<file path="config.mk">
export PLATFORM = sky130hd
export DESIGN_NAME = spi_sclk_gen
export DESIGN_NICKNAME = d
export VERILOG_FILES = /design/src/rtl/spi_pkg.sv /design/src/rtl/spi_half_cnt.sv /design/src/rtl/spi_sclk_gen.sv
export SDC_FILE = /design/constraint.sdc
export NUM_CORES = 1
export LEC_CHECK = 0
export CORE_AREA = 2 2 67 69
export CTS_BUF_LIST = sky130_fd_sc_hd__clkbuf_16
export DETAILED_ROUTE_END_ITERATION = 8
export DIE_AREA = 0 0 69 71
export PLACE_DENSITY = 0.82
export SYNTH_ARGS = -nofsm -noshare
export SYNTH_HDL_FRONTEND = slang
export SYNTH_HIERARCHICAL = 1
export SYNTH_SLANG_ARGS = --single-unit
</file>
<file path="constraint.sdc">
create_clock -name clk_in -period 2.7 [get_ports clk_in]
set_input_delay 0.54 -clock clk_in [delete_from_list [all_inputs] [get_ports clk_in]]
set_output_delay 0.54 -clock clk_in [all_outputs]
set_load 0.03 [all_outputs]
</file>
<file path="src/rtl/spi_pkg.sv">
// Shared definitions for the SPI serial-clock generator.
package spi_pkg;

    localparam int unsigned SPI_DIV_W_DEF = 8;
    localparam int unsigned SPI_CNT_W_DEF = 7;

    typedef enum logic [1:0] {
        ST_IDLE = 2'd0,
        ST_RUN  = 2'd1,
        ST_DONE = 2'd2
    } spi_state_t;

endpackage

</file>
<file path="src/rtl/spi_half_cnt.sv">
// Half-period down-counter: loads a reload value, decrements while enabled,
// reloads on reaching zero and flags the zero count.
module spi_half_cnt
    import spi_pkg::*;
#(
    parameter int unsigned DIV_W = SPI_DIV_W_DEF
) (
    input  logic             clk_in,
    input  logic             rst,
    input  logic             load,
    input  logic [DIV_W-1:0] load_val,
    input  logic             en,
    output logic             zero
);

    logic [DIV_W-1:0] cnt;

    // Load has priority; while enabled count down and wrap back to the reload value.
    always_ff @(posedge clk_in) begin
        if (rst) begin
            cnt <= '0;
        end else if (load) begin
            cnt <= load_val;
        end else if (en) begin
            if (cnt == '0) begin
                cnt <= load_val;
            end else begin
                cnt <= cnt - DIV_W'(1);
            end
        end
    end

    assign zero = (cnt == '0);

endmodule

</file>
<file path="src/rtl/spi_sclk_gen.sv">
// SPI serial-clock generator: produces sclk and mode-mapped edge strobes for
// a transfer of nbits bits with a programmable half period.
module spi_sclk_gen
    import spi_pkg::*;
#(
    parameter int unsigned DIV_W = SPI_DIV_W_DEF,
    parameter int unsigned CNT_W = SPI_CNT_W_DEF
) (
    input  logic             clk_in,
    input  logic             rst,
    input  logic             start,
    input  logic [DIV_W-1:0] divider,
    input  logic [CNT_W-1:0] nbits,
    input  logic             cpol,
    input  logic             cpha,
    output logic             sclk,
    output logic             pos_edge,
    output logic             neg_edge,
    output logic             sample,
    output logic             shift,
    output logic             busy,
    output logic             done
);

    spi_state_t       state, state_nxt;
    logic [DIV_W-1:0] div_r;
    logic [CNT_W-1:0] nbits_r;
    logic             cpol_r, cpha_r;
    logic [CNT_W:0]   edge_cnt;
    logic             half_zero;
    logic             accept, all_edges, toggle, leading;
    logic             sclk_nxt, pos_nxt, neg_nxt, sample_nxt, shift_nxt;
    logic             busy_nxt, done_nxt;

    assign accept    = start && (nbits != '0) && (state != ST_RUN);
    assign all_edges = (edge_cnt == {nbits_r, 1'b0});
    assign toggle    = (state == ST_RUN) && half_zero && !all_edges;
    assign leading   = (sclk == cpol_r);

    spi_half_cnt #(
        .DIV_W (DIV_W)
    ) u_half_cnt (
        .clk_in   (clk_in),
        .rst      (rst),
        .load     (accept),
        .load_val (accept ? divider : div_r),
        .en       (state == ST_RUN),
        .zero     (half_zero)
    );

    // State register.
    always_ff @(posedge clk_in) begin
        if (rst) begin
            state <= ST_IDLE;
        end else begin
            state <= state_nxt;
        end
    end

    // Next state and next values of the registered outputs.
    always_comb begin
        state_nxt  = state;
        sclk_nxt   = cpol;
        pos_nxt    = 1'b0;
        neg_nxt    = 1'b0;
        sample_nxt = 1'b0;
        shift_nxt  = 1'b0;
        busy_nxt   = 1'b0;
        done_nxt   = 1'b0;
        case (state)
            ST_IDLE, ST_DONE: begin
                if (accept) begin
                    state_nxt = ST_RUN;
                    busy_nxt  = 1'b1;
                end else begin
                    state_nxt = ST_IDLE;
                end
            end
            ST_RUN: begin
                if (all_edges) begin
                    state_nxt = ST_DONE;
                    done_nxt  = 1'b1;
                end else begin
                    busy_nxt = 1'b1;
                    sclk_nxt = sclk;
                    if (toggle) begin
                        sclk_nxt   = ~sclk;
                        pos_nxt    = ~sclk;
                        neg_nxt    = sclk;
                        sample_nxt = leading ^ cpha_r;
                        shift_nxt  = ~(leading ^ cpha_r);
                    end
                end
            end
            default: state_nxt = ST_IDLE;
        endcase
    end

    // Registered outputs.
    always_ff @(posedge clk_in) begin
        if (rst) begin
            sclk     <= cpol;
            pos_edge <= 1'b0;
            neg_edge <= 1'b0;
            sample   <= 1'b0;
            shift    <= 1'b0;
            busy     <= 1'b0;
            done     <= 1'b0;
        end else begin
            sclk     <= sclk_nxt;
            pos_edge <= pos_nxt;
            neg_edge <= neg_nxt;
            sample   <= sample_nxt;
            shift    <= shift_nxt;
            busy     <= busy_nxt;
            done     <= done_nxt;
        end
    end

    // Transfer parameters captured at acceptance; edge count steps per toggle.
    always_ff @(posedge clk_in) begin
        if (rst) begin
            div_r    <= '0;
            nbits_r  <= '0;
            cpol_r   <= 1'b0;
            cpha_r   <= 1'b0;
            edge_cnt <= '0;
        end else if (accept) begin
            div_r    <= divider;
            nbits_r  <= nbits;
            cpol_r   <= cpol;
            cpha_r   <= cpha;
            edge_cnt <= '0;
        end else if (toggle) begin
            edge_cnt <= edge_cnt + (CNT_W+1)'(1);
        end
    end

endmodule

</file>
==> results.txt <==
The placement row count is 24. The clock-pin slew reported for the worst setup and hold paths after clock tree synthesis is 70 ps. The portion of total power attributed to sequential cells is 0.392. The final hold slack came out at 466.4 ps. The number of endpoints with negative hold slack in the final report came to 0. The clock arrives with 8.670 ps of skew. For this design the ratio of total power to cell area is 694.7 nW/um^2. In this run the horizontal extent of the chip is 69 um.

Among the stages of the critical path, the cell type that occurs most often is mux2_4. The min-delay analysis places its worst path in the category flip-flop to flip-flop. Averaged over all synthesized cells, the footprint is 9.531 um^2. The run finished with clean final reports. The count of max-cap constraint violations came out at 0.

The via count of the routed design is 1,729. The total wire length after detailed routing came out at 4417 um. After the last flow step, the layout net total stands at 281.

On the worst path, the slowest cell contributes a delay of 510 ps. The first global-routing pass estimated 7700 um of wire. For this design, the slowest cell found on the critical path is clkdlybuf4s50_1.

The share of post-route cells with drive strength above 1 came out at 0.1737. The final estimated routing congestion in global placement is 0.8245. The die area is 4899 um^2.

The number of flops mapped to enable cells by yosys came out at 1. The area growth from synthesis to layout came out at 20.55%. The reported leakage power came out at 0.0009883 uW.

The number of gates resized after CTS is 0. The initial cell density of the core is 0.5214. The average wire length per cell after detail routing came out at 14.20 um. After legalization and detailed placement, the total HPWL measured 3078 um. The number of iterations in the first detailed-routing pass came out at 5. Once routing completed, OpenROAD measured the worst setup slack at 414.7 ps. The number of synthesis warnings came out at 6. The total count of max-transition violations in the final report is 0. The synthesized instance count is 230. The sort of element at the start of the critical path is an input port. The global-route congestion overflow total is 0. Once detail routing completed, the nets flagged for antenna violations numbered 0.

For this run, asynchronously set or reset flops after synthesis account for 0. VDD sags by at most 0.4181 mV. The number of global-route vias before repair came out at 1,630. The setup slack on the worst flop-to-flop path is 630 ps. The number of setup buffers added after CTS came out at 0. The deepest level of the CTS H-tree came out at 2. Among all flip-flop cells after synthesis, the most frequent one is dfxtp_1. The actual slew at the worst max-slew pin came out at 452.1 ps. The post-synthesis net count is 253. In this run, synthesis produced a sequential element count of 42. The height of the die came out at 71 um. OpenSTA, run right after detailed placement, puts the worst setup slack at 139.4 ps.

The fill cell total of the finished layout is 368. Subtracting the final worst setup slack from the clock period gives 2285 ps. Input and output buffers added on the ports amount to 26. The number of antenna violations at the first check in global routing is 0. 0 antenna diodes ended up in the layout.

The switching component of the power came out at 568.2 uW. The hold-fix buffer count after cts is 0. For this run, design rule violations remaining after detail routing come to 0. The clock share of power came out at 0.328.

Total power for the finished layout comes to 1836 uW. 27 I/O pins were placed. For this run, the register share of the synthesized area comes to 0.3881. The share of the cycle needed by the critical path after routing is 0.8464. The count of buffering cells on the critical path with inverters included is 2. The arrival time of data at the critical path endpoint is 2440 ps.

No sink is reached through more buffers than the 2 on the longest clock path. TritonCTS created 5 clock buffers. The relative contribution of combinational cells to total power is 0.280.

The internal power summed over all cells is 1268 uW. Setup repair after global routing left no endpoint under its margin. The floorplan core area came out at 4204 um^2.

The total global routing track utilization is 0.1954. For the worst setup path, the data required time is 2850 ps. The worst pin sits at a relative slew slack of 0.6961. The critical path is of the input port to flip-flop type. The signal on the critical path passes through clkdlybuf4s50_1 -> nor3_1 -> a211o_4 -> inv_4 -> mux2_4 -> mux2_4 -> nand3b_1 -> a31oi_1. The total negative slack came out at 0 ps. The maximum clock frequency is 437.6 MHz. The top fanout value on the critical path came out at 20. The number of setup violations in the final report came out at 0. Of the post-synthesis cell area, the dominant cell type holds 0.3744. Ranked by total cell area, the synthesized netlist is headed by dfxtp_1 (37%), mux2_2 (6.7%), a21oi_1 (4.6%), nand2_1 (3.9%), xor2_1 (3.2%). The switching share of power is 0.3095. Using the TritonRoute via totals, the vias-per-cell ratio works out to 5.559. At the later pin of the worst-skew pair, clock insertion delay measures 290 ps. STA classifies the critical path endpoint as a flip-flop. The post-synthesis cell type with the largest combined area is dfxtp_1. The number of different library cells used by synthesis comes to 55. TritonCTS built the clock tree. The clock root buffer is clkbuf_16. Summing every instance area after synthesis gives 2192 um^2. The number of DRC markers after the initial detailed-route iteration came out at 101. The kind of cell with the highest combined delay along the critical path is buffers and inverters. The post-route non-filler standard cell count is 311. The total instance count after detailed placement is 303.

The number of clock sinks seen by CTS is 42. The pin count of the biggest net entering global routing is 43.
area by class of cell:
cell class	count	area, um^2	area share
clock buffers	5	125.1	0.04735
multi-input cells	170	1240	0.4692
inverters	6	25.02	0.009470
clock inverters	3	23.77	0.008996
well taps	52	65.06	0.02462
flip-flops and latches	42	850.8	0.3220
repair buffers	33	312.8	0.1184
cell usage in the layout, fill, tap and decap left out, drive strengths merged, types with 2 or more instances in the layout:
cell type	netlist	final
mux2	15	15
nor2b	12	12
nor4	5	5
a31oi	5	5
and4b	2	2
a22oi	3	3
nor3b	7	7
o21bai	2	2
xor2	8	8
nand3	3	3
xnor2	5	5
nor4b	2	2
nand2b	5	5
a211o	2	2
nand3b	7	7
nor3	12	12
a21oi	20	20
a211oi	4	4
nor2	6	6
buf	6	7
o21ai	3	3
clkbuf	6	5
clkdlybuf4s50	0	26
ha	3	3
nand2	23	23
or4	2	2
nand4b	2	2
clkinvlp	0	2
dfxtp	41	41
inv	6	7
cells by family (layout without fill, tap and decap cells):
kind of cell | after synthesis | in the layout | synth area share
AND/OR/NAND/NOR | 93 | 93 | 0.2751
AO/OA/AOI/OAI | 45 | 45 | 0.1364
flip-flops | 42 | 42 | 0.3881
buffers and inverters | 18 | 47 | 0.04623
multiplexers | 16 | 16 | 0.08505
XOR/XNOR | 13 | 13 | 0.05194
adder cells (fa/ha/maj) | 3 | 3 | 0.01713
registers in the layout, summed over array words and instances (netlist names), 2 cells and up:
name and flops:
div_r 8, state 2, edge_cnt 8, u_half_cnt/cnt 8, nbits_r 7
cells in the mapped netlist (all sizes together) (3+ instances only):
cell and count:
nor2b 12, nand3 3, a31oi 5, mux2 15, nor2 6, a21oi 20, a211oi 4, xnor2 5
nand2b 5, a22oi 3, buf 6, dfxtp 41, nand2 23, ha 3, nor3b 7, nand3b 7
nor4 5, xor2 8, inv 6, o21ai 3, clkbuf 6, nor3 12
stage by stage:
step                utilization  cell area (um^2)
floorplan                     -              2192
global placement         0.5932              2494
detailed placement       0.5932              2494
CTS                      0.6286              2643
global route             0.6286              2643
finish                   0.6286              2643
worst min-delay path, cell delays in order (launching register included):
cell and delay [ps]:
dfxtp_1 320, nand2_1 50, a21oi_1 50
worst paths after layout:
check                                      start                        endpoint  cells past startpoint
setup / recovery                        nbits[0]  u_half_cnt/cnt[6]$_SDFFE_PP0P_                      8
hold / removal               cpha_r$_SDFFE_PP0P_             cpha_r$_SDFFE_PP0P_                      2
setup reg to reg  u_half_cnt/cnt[0]$_SDFFE_PP0P_        edge_cnt[6]$_SDFFE_PP0P_                      8
hold reg to reg              cpha_r$_SDFFE_PP0P_             cpha_r$_SDFFE_PP0P_                      2
power by group through the flow:
stage	clock network, uW	registers, uW	logic, uW
2_1_floorplan	0	729	380
3_3_place_gp	0	731	498
3_5_place_dp	0	733	507
4_1_cts	615	720	512
5_1_grt	642	727	565
6_report	601	720	514
metal layers:
layer	track usage	routed length [um]	vias up	part of all wire
met3	0.05840	199	8	0.045
met5	0	0	-	0
met1	0.2482	2036	805	0.46
met4	0.07190	68	0	0.015
li1	-	-	878	-
met2	0.3162	2113	38	0.48
(Power assumes the default switching activity.)
